File: src/rtl/mc_cpu_pkg.sv
// Shared types and instruction-field layout for the multi-cycle core.
package mc_cpu_pkg;
  localparam int INSTR_W = 16;
  localparam int FIELD_W = 4;
  localparam int IMM_W   = 8;
  localparam int OP_LO   = 12;
  localparam int RD_LO   = 8;
  localparam int RS1_LO  = 4;
  localparam int RS2_LO  = 0;
  localparam int IMM_LO  = 0;

  typedef enum logic [3:0] {
    OP_NOP  = 4'h0,
    OP_LDI  = 4'h1,
    OP_AND  = 4'h2,
    OP_OR   = 4'h3,
    OP_XOR  = 4'h4,
    OP_NOT  = 4'h5,
    OP_ADD  = 4'h6,
    OP_SUB  = 4'h7,
    OP_BNZ  = 4'h8,
    OP_HALT = 4'hF
  } opcode_e;

  typedef enum logic [2:0] {
    S_FETCH, S_DECODE, S_EXEC, S_WB, S_HALTED
  } state_e;

  function automatic logic writes_reg(logic [3:0] op);
    return op inside {[4'h1:4'h7]};
  endfunction

  function automatic logic is_illegal(logic [3:0] op);
    return op inside {[4'h9:4'hE]};
  endfunction
endpackage

File: src/rtl/mc_alu.sv
// Combinational ALU: LDI pass-through of b, bitwise ops, modular add/sub.
module mc_alu import mc_cpu_pkg::*; #(
  parameter int DATA_W = 8
) (
  input  logic [3:0]        op,
  input  logic [DATA_W-1:0] a,
  input  logic [DATA_W-1:0] b,
  output logic [DATA_W-1:0] result
);
  always_comb begin
    result = '0;
    case (op)
      OP_LDI:  result = b;
      OP_AND:  result = a & b;
      OP_OR:   result = a | b;
      OP_XOR:  result = a ^ b;
      OP_NOT:  result = ~a;
      OP_ADD:  result = a + b;
      OP_SUB:  result = a - b;
      default: result = '0;
    endcase
  end
endmodule

File: src/rtl/mc_cpu_core.sv
// Multi-cycle core: FETCH -> DECODE -> EXEC -> WB with a wait-state fetch
// handshake, reset-cleared register file and a combinational debug read port.
module mc_cpu_core import mc_cpu_pkg::*; #(
  parameter int DATA_W = 8,
  parameter int NREGS  = 8,
  parameter int PC_W   = 4,
  localparam int RW    = $clog2(NREGS)
) (
  input  logic               clk,
  input  logic               rst,
  output logic               imem_req,
  output logic [PC_W-1:0]    imem_addr,
  input  logic               imem_valid,
  input  logic [INSTR_W-1:0] imem_rdata,
  output logic               halted,
  output logic               retire,
  output logic               illegal,
  output logic [PC_W-1:0]    dbg_pc,
  input  logic [RW-1:0]      dbg_raddr,
  output logic [DATA_W-1:0]  dbg_rdata
);
  state_e              state;
  logic [PC_W-1:0]     pc;
  logic [INSTR_W-1:0]  ir;
  logic [DATA_W-1:0]   regs [NREGS];
  logic [DATA_W-1:0]   a, b, result, alu_y;
  opcode_e             op;
  logic [RW-1:0]       rd, rs1, rs2;
  logic [PC_W-1:0]     target;
  logic [DATA_W-1:0]   imm;

  // Register fields keep only the low bits needed to address NREGS.
  assign op     = opcode_e'(ir[OP_LO +: FIELD_W]);
  assign rd     = RW'(ir[RD_LO  +: FIELD_W]);
  assign rs1    = RW'(ir[RS1_LO +: FIELD_W]);
  assign rs2    = RW'(ir[RS2_LO +: FIELD_W]);
  assign imm    = DATA_W'(ir[IMM_LO +: IMM_W]);
  assign target = PC_W'(ir[IMM_LO +: IMM_W]);

  assign imem_addr = pc;
  assign dbg_pc    = pc;
  assign dbg_rdata = regs[dbg_raddr];

  mc_alu #(.DATA_W(DATA_W)) u_alu (
    .op     (op),
    .a      (a),
    .b      (b),
    .result (alu_y)
  );

  always_ff @(posedge clk) begin
    if (rst) begin
      state    <= S_FETCH;
      pc       <= '0;
      ir       <= '0;
      a        <= '0;
      b        <= '0;
      result   <= '0;
      imem_req <= 1'b1;
      halted   <= 1'b0;
      retire   <= 1'b0;
      illegal  <= 1'b0;
      for (int i = 0; i < NREGS; i++) regs[i] <= '0;
    end else begin
      case (state)
        S_FETCH: if (imem_valid) begin
          ir       <= imem_rdata;
          pc       <= pc + PC_W'(1);
          imem_req <= 1'b0;
          state    <= S_DECODE;
        end
        S_DECODE: begin
          // BNZ tests the register named by the rd field.
          a      <= (op == OP_BNZ) ? regs[rd] : regs[rs1];
          b      <= (op == OP_LDI) ? imm : regs[rs2];
          if (is_illegal(op)) illegal <= 1'b1;
          retire <= !writes_reg(op);
          state  <= S_EXEC;
        end
        S_EXEC: begin
          result <= alu_y;
          if (writes_reg(op)) begin
            retire <= 1'b1;
            state  <= S_WB;
          end else begin
            retire <= 1'b0;
            if (op == OP_HALT) begin
              halted <= 1'b1;
              state  <= S_HALTED;
            end else begin
              if (op == OP_BNZ && a != '0) pc <= target;
              imem_req <= 1'b1;
              state    <= S_FETCH;
            end
          end
        end
        S_WB: begin
          regs[rd] <= result;
          retire   <= 1'b0;
          imem_req <= 1'b1;
          state    <= S_FETCH;
        end
        S_HALTED: state <= S_HALTED;
        default: begin
          imem_req <= 1'b1;
          state    <= S_FETCH;
        end
      endcase
    end
  end
endmodule

File: config.mk
export PLATFORM = sky130hd
export DESIGN_NAME = mc_cpu_core
export DESIGN_NICKNAME = d
export VERILOG_FILES = /design/src/rtl/mc_cpu_pkg.sv /design/src/rtl/mc_alu.sv /design/src/rtl/mc_cpu_core.sv
export SDC_FILE = /design/constraint.sdc
export NUM_CORES = 1
export LEC_CHECK = 0
export ABC_AREA = 1
export ABC_CLOCK_PERIOD_IN_PS = 2100
export CELL_PAD_IN_SITES_DETAIL_PLACEMENT = 1
export CELL_PAD_IN_SITES_GLOBAL_PLACEMENT = 2
export CORE_ASPECT_RATIO = 0.9
export CORE_MARGIN = 2
export CORE_UTILIZATION = 32
export DETAILED_ROUTE_END_ITERATION = 16
export PLACE_DENSITY_LB_ADDON = 0.1
export SYNTH_ARGS = -nofsm -noshare
export SYNTH_HDL_FRONTEND = slang
export SYNTH_SLANG_ARGS = --single-unit
File: constraint.sdc
create_clock -name clk -period 2.1 [get_ports clk]
set_clock_uncertainty 0.2 [all_clocks]
set_input_delay 0.525 -clock clk [delete_from_list [all_inputs] [get_ports clk]]
set_output_delay 0.525 -clock clk [all_outputs]
set_load 0.02 [all_outputs]
# Word level (Yosys, flattened, before mapping)

Memories as Yosys holds them, arrays and structs flattened. A register that Yosys moved wholly into a read port is not among the register bits.
Cells that the tools add are included.

Add/sub/neg operators: 3
Magnitude comparators: 4
Equality and inequality tests: 17
Muxes and demuxes: 32
Bitwise logic cells: 6
Reduce and logical (&&, ||, !) cells: 15

Operator list:

| operator                                            | count |
|---|---|
| case mux 8 bit (7 select lines)                     | 1 |
| two-way mux 3 bit                                   | 10 |
| two-way mux 8 bit                                   | 3 |
| equality test 4 x 3 -> 1 bit, second input constant | 4 |
| two-way mux 4 bit                                   | 4 |
| case mux 3 bit (4 select lines)                     | 1 |
| two-way mux 1 bit                                   | 10 |
| adder 8 bit                                         | 1 |
| bitwise AND 8 bit                                   | 1 |
| equality test 4 x 2 -> 1 bit, second input constant | 2 |
| equality test 4 bit, second input constant          | 2 |
| != test 2 bit, second input constant                | 4 |
| NOT 8 bit                                           | 1 |
| bitwise OR 8 bit                                    | 1 |
| case mux 4 bit (2 select lines)                     | 1 |
| nonzero test 8 bit                                  | 1 |
| OR reduction 8 bit                                  | 1 |
| subtractor 8 bit                                    | 1 |
| XOR 8 bit                                           | 1 |
| equality test 3 x 2 -> 1 bit, second input constant | 2 |
| case mux 1 bit (3 select lines)                     | 2 |
| AND reduction 5 bit                                 | 1 |
| adder 4 x 1 -> 4 bit, second input constant         | 1 |
| equality test 4 x 1 -> 1 bit, second input constant | 1 |
| 16 further kinds                                    | 20 |

Bits in registers: 51
Memory bits (writable): 64
Input port bits: 22
Logic and storage cells: 88
Memories kept: 1

Memories:

| name | words | width | rd ports | clocked after Yosys merged registers in | wr ports | RTL line          | source |
|---|---|---|---|---|---|---|---|
| regs | 8     | 8     | 4        | 3                                       | 8        | mc_cpu_core.sv:25 | `logic [DATA_W-1:0] regs [NREGS];` |

# Logic depth before layout (Yosys ltp)

Depth in word-level cells: 6
Depth in mapped cells: 18

# Modules after synthesis

From an unflattened synthesis, not the netlist that was laid out.

Cell total of the unflattened synthesis: 1195
Area total of the unflattened synthesis: 8289.2 µm²

By module, submodules not included:

| module      | times used | cells each | area an instance (µm²) |
|---|---|---|---|
| mc_cpu_core | 1          | 1004       | 7198.2 |
| mc_alu      | 1          | 191        | 1091.0 |

# Worst setup path after synthesis

Ideal clock, no wire load.

Kind: register -> register
From: register b[0]
To: register result[5]
Arrival time: 1.948 ns
Slack: -0.168 ns
Cell stages (with the launch flop): 15
Cells stage by stage: dfxtp_1 > inv_1 > ha_1 > nand3_1 > nand2_1 > xor2_1 > ha_1 > nand2_1 > or2_2 > nand3_1 > nand2_1 > nand3_1 > nand2_1 > nand2_1 > a21oi_1

Cells in the longest elaborated chain, start to end: 2
Elaborated cells on any way between the ends: 3
Those cells by class: add/sub: 2; mux: 1

Ends and longest elaborated chain:

| element                                                | RTL line                   | source |
|---|---|---|
| start: declaration                                     | mc_cpu_core.sv:26          | `logic [DATA_W-1:0] a, b, result, alu_y;` |
| start signal: assignment                               | mc_cpu_core.sv:75          | `b <= (op == OP_LDI) ? imm : regs[rs2];` |
| subtractor 8 bit / adder 8 bit (equally long branches) | mc_alu.sv:19, mc_alu.sv:18 |  |
| case mux 8 bit (7 select lines) *                      | mc_alu.sv:12               | `case (op)` |
| end signal: assignment                                 | mc_cpu_core.sv:81          | `result <= alu_y;` |
| end: declaration                                       | mc_cpu_core.sv:26          |  |

Mark *: on every way between the ends. The rest lies on a longest branch, timed or not.
A chain may end at the register's enable or synchronous reset.

# Worst setup path in the final report

From: register b[0]
To: register result[2]

The elaborated chain is that of the path after synthesis.

==> metrics.yaml <==
drcViolationCount: 0
hold_violations: 0
crit_path_top_delay_cell: "dfxtp_2"
met3_length_mm: 1.828
cp_max_fo: 3
hold_depth: 2
met2_length_mm: 14.46
grtUsageTotal_pct: 25.73
cp_top_family: "buffers and inverters"
final-setup-viol-count: 14
ir_worst_vdd_v: 0.0005241
r2r-end: "result[2]$_SDFFE_PP0P_"
syn_nets: 1106
clk_pin_slew_ns: 0.07
fp.coreArea_um2: 24050
drt_wl_total_mm: 32.31
setup_ws_ns: -0.3874
status: "finished with violations"
yosysMostFrequentCell: "o21ai_0"
grt_max_degree: 65
r2r_setup_slack_ns: -0.39
dr.pass1.iters: 5
row_count: 54
final_nets: 1274
reg2reg_depth: 12
async_reset_ff_share_pct: 0
io_buffers: 40
ctsRootBufferMaster: "clkbuf_16"
dp_hpwl_mm: 24.53
slowest_delay_ns: 0.36
areaGrowthSynthToFinish_pct: 36.82
cts_tree: "built"
rsz0062_at_grt: "yes"
period_needed_ns: 2.487
cts.sinks: 123
worstPathRequired_ns: 2.21
critPathLaunchType: "flip-flop"
power_density_nw_per_um2: 825.4
cp.arrival_ns: 2.59
htree_num_levels: 4
whs_ns: 0.2510
fin_crit_sh_pct: 118.4
tightest_slew_ns: 0.4657
worst_setup_path_end_kind: "flip-flop"
synth_top_area_share_pct: 24.73
die_h_um: 151.8
ios: 42
clkLatencyLatePin_ns: 0.43
ys_top_cells_by_count: "o21ai_0, nand2_1, nor2_1"
antenna_found_initial: 0
drtIter0Drc: 603
antennaDiodeCount: 0
netlist.top_cell.by_area: "edfxtp_1"
ys_seq_area_share_pct: 39.93
syn-instance-count: 1058
finalMaxSlewViolations: 0
grt_remaining_overflow: 0
dieWidth_um: 168.3
synthTopCellsByArea: "edfxtp_1, dfxtp_1, o21ai_0, nand2_1, a21oi_1"
ys_ff_latch: 123
cts_hold_repair.buffers: 0
crit_chain: "inv_2 > ha_4 > buf_4 > a21oi_4 > xor2_1 > ha_1 > buf_4 > xor2_2 > o22ai_1 > o31ai_2 > buf_4 > a21oi_1"
top_layer: "met4"
critPathBufInv: 4
die_area_um2: 25550
r2r-start: "b[0]$_SDFFE_PP0P_"
cts_buffer_depth: 2
final_util_pct: 44.21
syn_area_um2: 7771
worstHoldEndpoint: "illegal$_SDFFE_PP0P_"
hold_path.startpoint: "illegal$_SDFFE_PP0P_"
ant_nets: 0
drv_cap: 0
crit_top_cell: "buf_4"
ys_types: 37
synth_edf_count: 64
vias: 8221
drive_gt1_share_pct: 24.62
violations: "setup timing"
grt_pass1_vias: 8356
start_util_pct: 32.31
critPathKind: "reg2reg"
vias_per_cell: 5.314
cts_made_buffers: 17
yosys_warnings: 0
grt_pass1_wl_mm: 49.58
synth_top_flop_cell: "edfxtp_1"
drt-met1-wl_mm: 15.66
slew_headroom_pct: 68.92
synth_area_per_cell_um2: 7.345
p_leak_uw: 0.004269
avgRoutedWirePerCell_um: 20.89
fmax_mhz: 402.0
hold_path.class: "reg2reg"
gp_congestion: 0.8752
==> cell type report <==
type / count / area, µm²
fill: 2960 / 13420
multi-input combinational: 755 / 4149
timing repair buffer: 211 / 1942
clock inverter: 15 / 163.9
sequential: 123 / 3113
clock buffer: 17 / 425.4
inverter: 118 / 454.2
tap: 308 / 385.4
==> state kept, by name, indices dropped and copies added, names as in the netlist, named ones only <==
signal and count:
result 8, state 3, ir 15, halted 1, a 8, b 8, regs 64, illegal 1
dbg_pc 4, imem_req 1, retire 1
==> what timing repair did <==
item	CTS	global route
pin swaps	29	21
gates cloned	2	1
resized for setup	125	19
endpoints found under the setup margin	27	15
setup buffers	9	7
==> worst min-delay path, cell delays in order, from the launching register on <==
cell and delay (ns):
dfxtp_1 0.31, inv_1 0.04, a21oi_1 0.05
==> cell families after synthesis <==
family	after synthesis	share of synthesized area, %
AO/OA/AOI/OAI	354	25.60
buffers and inverters	180	9.596
adder cells (fa/ha/maj)	26	4.283
flip-flops	123	39.93
AND/OR/NAND/NOR	367	19.69
XOR/XNOR	8	0.9017
==> metal layers <==
layer | vias to the layer above | global-route usage (%)
li1 | 3973 | -
met1 | 4053 | 36.87
met2 | 167 | 39.58
met3 | 28 | 5.991
met4 | 0 | 5.501
met5 | - | 0
==> placed cells by master, fill, tap and decap left out, types with 3 or more instances in the layout <==
cell and instances:
nand3_2 4, a31oi_2 8, nand4_1 8, a21oi_1 92, nor2_1 136, a21oi_2 11
buf_6 3, clkinvlp_4 3, o211ai_1 65, nand3_1 58, buf_12 18, clkbuf_16 18
inv_1 87, nand2_4 3, nand2_1 136, dfxtp_1 53, nor2_2 4, nor2_4 3
xor2_1 5, a31oi_1 8, buf_4 157, nand2_2 12, inv_2 27, edfxtp_1 64
ha_1 24, o21ai_1 28, inv_6 3, dfxtp_2 5, clkdlybuf4s50_1 17, o2bb2ai_1 3
dlygate4sd2_1 13, inv_4 3, o21ai_0 128, clkinv_4 3
==> worst max-delay path by stage <==
stage	startpoint	depth (start not counted)	to
after floorplan	b[1]$_SDFFE_PP0P_	16	result[7]$_SDFFE_PP0P_
after global placement	dbg_raddr[1]	7	dbg_rdata[3]
after detailed placement	dbg_raddr[1]	7	dbg_rdata[2]
after CTS	b[0]$_SDFFE_PP0P_	16	result[7]$_SDFFE_PP0P_
after global routing	b[1]$_SDFFE_PP0P_	16	result[7]$_SDFFE_PP0P_
final	b[0]$_SDFFE_PP0P_	12	result[2]$_SDFFE_PP0P_
==> per-stage QoR <==
stage	total power [µW]	TNS, ns	cells	instance area (µm²)	setup WS, ns
3_5_place_dp	5556	-47.87	1496	9698	-0.9929
6_report	8776	-3.254	1547	10630	-0.3874
4_1_cts	8724	-3.138	1539	10510	-0.3150
5_1_grt	9235	-4.846	1547	10630	-0.4880
2_1_floorplan	4404	-0.1652	1058	7855	-0.08912
3_3_place_gp	5520	-48.37	1496	9698	-0.9850
==> power breakdown <==
part / total (µW) / internal, µW / switching, µW / leakage, µW
logic: 2890 / 1210 / 1670 / 0.00284
registers: 2880 / 2690 / 181 / 0.00115
clock network: 3010 / 1770 / 1240 / 0.000285
total: 8780 / 5680 / 3100 / 0.00427
(Power assumes the default switching activity.)
